### config.mk
export PLATFORM = sky130hd
export DESIGN_NAME = sseg_scan_ctrl
export DESIGN_NICKNAME = d
export VERILOG_FILES = /design/src/rtl/sseg_scan_ctrl_pkg.sv /design/src/rtl/sseg_scan_ctrl_hex.sv /design/src/rtl/sseg_scan_ctrl.sv
export SDC_FILE = /design/constraint.sdc
export NUM_CORES = 1
export LEC_CHECK = 0
export ABC_AREA = 1
export BUFFER_PORTS_ARGS = -buffer_cell sky130_fd_sc_hd__clkbuf_2
export CAP_MARGIN = 30
export CORE_MARGIN = 4
export CORE_UTILIZATION = 30
export CTS_BUF_LIST = sky130_fd_sc_hd__clkbuf_4 sky130_fd_sc_hd__clkbuf_8
export DETAILED_ROUTE_END_ITERATION = 6
export GPL_TIMING_DRIVEN = 0
export PLACE_DENSITY = 0.55
export RECOVER_POWER = 25
export SKIP_CTS_REPAIR_TIMING = 1
export SYNTH_ARGS = -nofsm -noshare
export SYNTH_HDL_FRONTEND = slang
export SYNTH_SLANG_ARGS = --single-unit
### constraint.sdc
create_clock -name CLK -period 2.8 [get_ports CLK]
set_clock_uncertainty 0.15 [all_clocks]
set_input_delay 0.7 -clock CLK [delete_from_list [all_inputs] [get_ports CLK]]
set_output_delay 0.7 -clock CLK [all_outputs]
set_load 0.01 [all_outputs]
### src/rtl/sseg_scan_ctrl_pkg.sv
// Shared constants for the seven-segment scan driver and its hex decoder.
package sseg_scan_ctrl_pkg;

    localparam int         NUM_DIGITS = 4;
    localparam logic [3:0] AN_OFF     = 4'b1111;
    localparam logic [6:0] SEG_OFF    = 7'b1111111;

    // Active-low {g,f,e,d,c,b,a} patterns, entry n = hex digit n.
    localparam logic [15:0][6:0] SEG_TABLE = {
        7'b0001110,  // F
        7'b0000110,  // E
        7'b0100001,  // d
        7'b1000110,  // C
        7'b0000011,  // b
        7'b0001000,  // A
        7'b0010000,  // 9
        7'b0000000,  // 8
        7'b1111000,  // 7
        7'b0000010,  // 6
        7'b0010010,  // 5
        7'b0011001,  // 4
        7'b0110000,  // 3
        7'b0100100,  // 2
        7'b1111001,  // 1
        7'b1000000   // 0
    };

endpackage

### src/rtl/sseg_scan_ctrl_hex.sv
// Combinational nibble to active-low seven-segment pattern.
module hex_to_sseg
    import sseg_scan_ctrl_pkg::*;
(
    input  logic [3:0] nib,
    output logic [6:0] seg
);

    assign seg = SEG_TABLE[nib];

endmodule

### src/rtl/sseg_scan_ctrl.sv
// Time-multiplexed 4-digit seven-segment driver with double-buffered value,
// per-digit decimal points and optional leading-zero blanking.
module sseg_scan_ctrl
    import sseg_scan_ctrl_pkg::*;
#(
    parameter int PRESCALE = 100000
) (
    input  logic        CLK,
    input  logic        RST,
    input  logic [15:0] VALUE,
    input  logic        LOAD,
    input  logic [3:0]  DP_IN,
    input  logic        BLANK_LZ,
    output logic [3:0]  AN,
    output logic [6:0]  SEG,
    output logic        DP,
    output logic        FRAME_TICK
);

    localparam int CW = (PRESCALE > 1) ? $clog2(PRESCALE) : 1;
    localparam int IW = $clog2(NUM_DIGITS);

    logic [CW-1:0] cnt;
    logic          tick;
    logic [IW-1:0] idx, idx_nxt;
    logic          boundary;
    logic [15:0]   shadow_val, disp_val, disp_nxt;
    logic [3:0]    shadow_dp, disp_dp, dp_nxt;
    logic [3:0]    nib;
    logic [6:0]    seg_pat;
    logic          blank;

    assign tick     = (cnt == CW'(PRESCALE - 1));
    assign idx_nxt  = idx + 1'b1;
    assign boundary = tick && (idx_nxt == '0);

    // Digit 0 must already see the freshly latched frame, so the output
    // path looks through the display register on the boundary tick.
    assign disp_nxt = boundary ? shadow_val : disp_val;
    assign dp_nxt   = boundary ? shadow_dp  : disp_dp;
    assign nib      = disp_nxt[{idx_nxt, 2'b00} +: 4];

    hex_to_sseg u_hex (
        .nib (nib),
        .seg (seg_pat)
    );

    // Prescaler: one tick every PRESCALE cycles.
    always_ff @(posedge CLK or posedge RST) begin
        if (RST) cnt <= '0;
        else     cnt <= tick ? '0 : cnt + 1'b1;
    end

    // Digit index; starts at 3 so the first tick lands on digit 0.
    always_ff @(posedge CLK or posedge RST) begin
        if (RST)       idx <= IW'(NUM_DIGITS - 1);
        else if (tick) idx <= idx_nxt;
    end

    // Shadow capture on LOAD; display takes the shadow only at frame start.
    always_ff @(posedge CLK or posedge RST) begin
        if (RST) begin
            shadow_val <= '0;
            shadow_dp  <= '0;
            disp_val   <= '0;
            disp_dp    <= '0;
        end else begin
            if (LOAD) begin
                shadow_val <= VALUE;
                shadow_dp  <= DP_IN;
            end
            if (boundary) begin
                disp_val <= shadow_val;
                disp_dp  <= shadow_dp;
            end
        end
    end

    // Leading-zero blanking: digit blanked when it and everything above is 0.
    always_comb begin
        blank = 1'b0;
        if (BLANK_LZ) begin
            case (idx_nxt)
                2'd1:    blank = (disp_nxt[15:4]  == '0);
                2'd2:    blank = (disp_nxt[15:8]  == '0);
                2'd3:    blank = (disp_nxt[15:12] == '0);
                default: blank = 1'b0;
            endcase
        end
    end

    // Registered pin drivers, updated on the tick edge from the next index.
    always_ff @(posedge CLK or posedge RST) begin
        if (RST) begin
            AN  <= AN_OFF;
            SEG <= SEG_OFF;
            DP  <= 1'b1;
        end else if (tick) begin
            AN  <= ~(4'b0001 << idx_nxt);
            SEG <= blank ? SEG_OFF : seg_pat;
            DP  <= blank | ~dp_nxt[idx_nxt];
        end
    end

    // Frame pulse, high for the cycle after the index moves to digit 0.
    always_ff @(posedge CLK or posedge RST) begin
        if (RST) FRAME_TICK <= 1'b0;
        else     FRAME_TICK <= boundary;
    end

endmodule
==> metrics.txt <==
die extent in y 124 um; Iter 0 DRT Violations 190; met1 Usage GRT between 15 and 20%; Critical Path AT roughly 2800 ps; Logic pwr share 4.5%; EDFF count, synth 0; worst min path class reg -> reg; row cnt 42; fin crit share 94.5%; most used routing layer met2; ys flop type dfrtp_1; register area share after synthesis 44.8%; Seq cells post-synth 72; net switching power 0.478 mW; PwrDens 399 nW/um^2; Slew Viols, Final 0; layout cells sized above 1 30.4%; Clock Power Share 42.0%; warnings from Yosys 0; Critical Path Start Type register; status complete, no violations; core area 13200 um^2; Syn Area/Cell 7.97 um^2; final setup fails 0; Initial Util 30.6%; Vias 3398; Post-Syn Nets between 500 and 600; CTS tree done; first-pass GRT wire length 16.2 mm; CTS Buf Count 9; maximum vdd ir drop 0.244 mV; synth cell count leaders nand2_1 (140), inv_1 (77), dfrtp_1 (58), nand3_1 (40), o21ai_0 (33); htree depth 3; clk root buf clkbuf_8; fin crit period 2650 ps; CP Capture Type register; pin count of the biggest net entering global routing 47; Max Fanout on Critical Path 6; switching share of power 23.8%; Max Fclk 378 MHz; final net count a little over 600; Flop pwr share 53.6%; GR Overflow Total 0; drt drc 0; Routability Congestion 0.813; Hold Slack 320 ps; Netlist cell types 38; Max-Cap Viols 0; Yosys top cell area share 35.8%; CP required 2950 ps; Setup TNS 0 ps; Ports 37; vias in the first global route 3428; Async SR Flop Fraction 100%; drt first pass iters 5; Worst slew margin 14.4%; Multi-input gate area between 1500 and 2000 um^2; via/cell ratio 4.47; Yosys top cell by area dfrtp_1; Setup CP Type reg -> reg; Pint 1.53 mW; Post-DP HPWL 7.22 mm; GR Util met2 21.2%; antenna fix cells 0; Syn-to-layout area delta 24.3%; WL final 9.74 mm; WL/cell roughly 13 um; Skew-Pair Late Insertion Delay 360 ps; initial antenna violation count 0; Lkg Pwr 2.61 nW; Cell Area, Synth 4060 um^2; Worst Max-Slew Pin Slew 1280 ps; most instantiated library cell after synthesis nand2_1; GRT Overall Usage 12.9%; Filler Cells Inserted 1404; Final Hold Viols 0; Reg area between 1500 and 2000 um^2; Max clock buf depth 2; clk sink count 72; Die Wd 124 um; Reg clk slew, reported paths 80 ps; die area 15400 um^2; Post-DRT Antenna Nets 0; Synth area leaders dfrtp_1 (36%), nand2_1 (13%), dfstp_2 (9.1%), inv_1 (7.1%), nand3_1 (4.9%); number of port buffers 35; Synth Instances 509; met3 Track Usage GR 2.57%
critical path, cell delays in order (launching register included):
cell     delay, ps
dfstp_2        610
buf_6          120
ha_2           160
buf_6          130
nand4_4        160
buf_8          190
nand2_1         80
nand3_2        100
nand3_2        100
nand2_4         80
ha_1           300
inv_2           60
nand2_1         50
nand3_1         60
nand2_1         50
nand2_1         60
nand2_1         60
nand2_1         60
per-layer routing:
| metal | vias to the layer above | part of all wire (%) |
|---|---|---|
| li1 | 1738 | - |
| met1 | 1588 | 47 |
| met2 | 55 | 48 |
| met3 | 17 | 3.4 |
| met4 | 0 | 1.8 |
| met5 | - | 0 |
placed cells by master, fill, tap and decap left out, types with 14 or more instances in the layout:
cell | Yosys | layout
nand2_1 | 140 | 135
inv_1 | 77 | 74
dfrtp_1 | 58 | 58
clkbuf_2 | 0 | 34
o21ai_0 | 33 | 32
nand3_1 | 40 | 29
nor2_1 | 27 | 27
nand2_2 | 19 | 21
buf_4 | 1 | 20
nand3_2 | 5 | 16
dfstp_2 | 14 | 14
power groups by stage:
| stage | combinational (mW) | sequential, mW | clock, mW |
|---|---|---|---|
| global route | 0.107 | 1.08 | 0.908 |
| CTS | 0.0944 | 1.08 | 0.871 |
| global placement | 0.0866 | 1.10 | 0 |
| detailed placement | 0.0938 | 1.10 | 0 |
| floorplan | 0.0537 | 1.09 | 0 |
| finish | 0.0896 | 1.08 | 0.843 |
kinds of logic (layout without fill, tap and decap cells):
kind of cell             Yosys count  count (layout)  share of synthesized area, %
AND/OR/NAND/NOR                  271             271                          33.6
buffers and inverters            100             176                          9.84
flip-flops                        72              72                          44.8
AO/OA/AOI/OAI                     47              47                          6.23
adder cells (fa/ha/maj)           12              12                          3.70
multiplexers                       4               4                          1.11
XOR/XNOR                           3               3                         0.648
cell type report:
class,instances,area share [%]
Multi-Input combinational cell,337,38.9
Sequential cell,72,36.1
Timing Repair Buffer,59,8.17
Inverter,87,6.58
Tap cell,176,4.37
Clock buffer,11,2.76
Buffer,13,1.91
Clock inverter,5,1.14
Timing Repair inverter,1,0.0993
worst paths after layout:
check | startpoint | slack (ps) | cells past startpoint | endpoint
max | idx[0] | 150 | 17 | SEG[3]
min in group asynchronous | RST | 420 | 2 | cnt[9]
max reg2reg | idx[0] | 150 | 17 | SEG[3]
min reg2reg | SEG[4] | 320 | 2 | SEG[4]
max in group asynchronous | RST | 1290 | 3 | AN[0]
min | SEG[4] | 320 | 2 | SEG[4]
stage by stage:
stage,setup slack [ps],area [um^2],total power [mW],util [%],std cells
6_report,155,5040,2.01,38.1,761
5_1_grt,-43.0,5040,2.09,38.1,761
4_1_cts,-618,4680,2.04,35.3,737
3_5_place_dp,-593,4480,1.19,33.8,721
3_3_place_gp,-811,4450,1.18,33.6,720
2_1_floorplan,72.8,4060,1.15,-,509
registers in the layout, indices dropped and copies added (netlist names):
| signal | count |
|---|---|
| cnt | 17 |
| disp_val | 16 |
| shadow_val | 16 |
| SEG | 7 |
| AN | 4 |
| disp_dp | 4 |
| shadow_dp | 4 |
| idx | 2 |
| DP | 1 |
| FRAME_TICK | 1 |
Note: power is estimated with default switching activity, not from simulation.
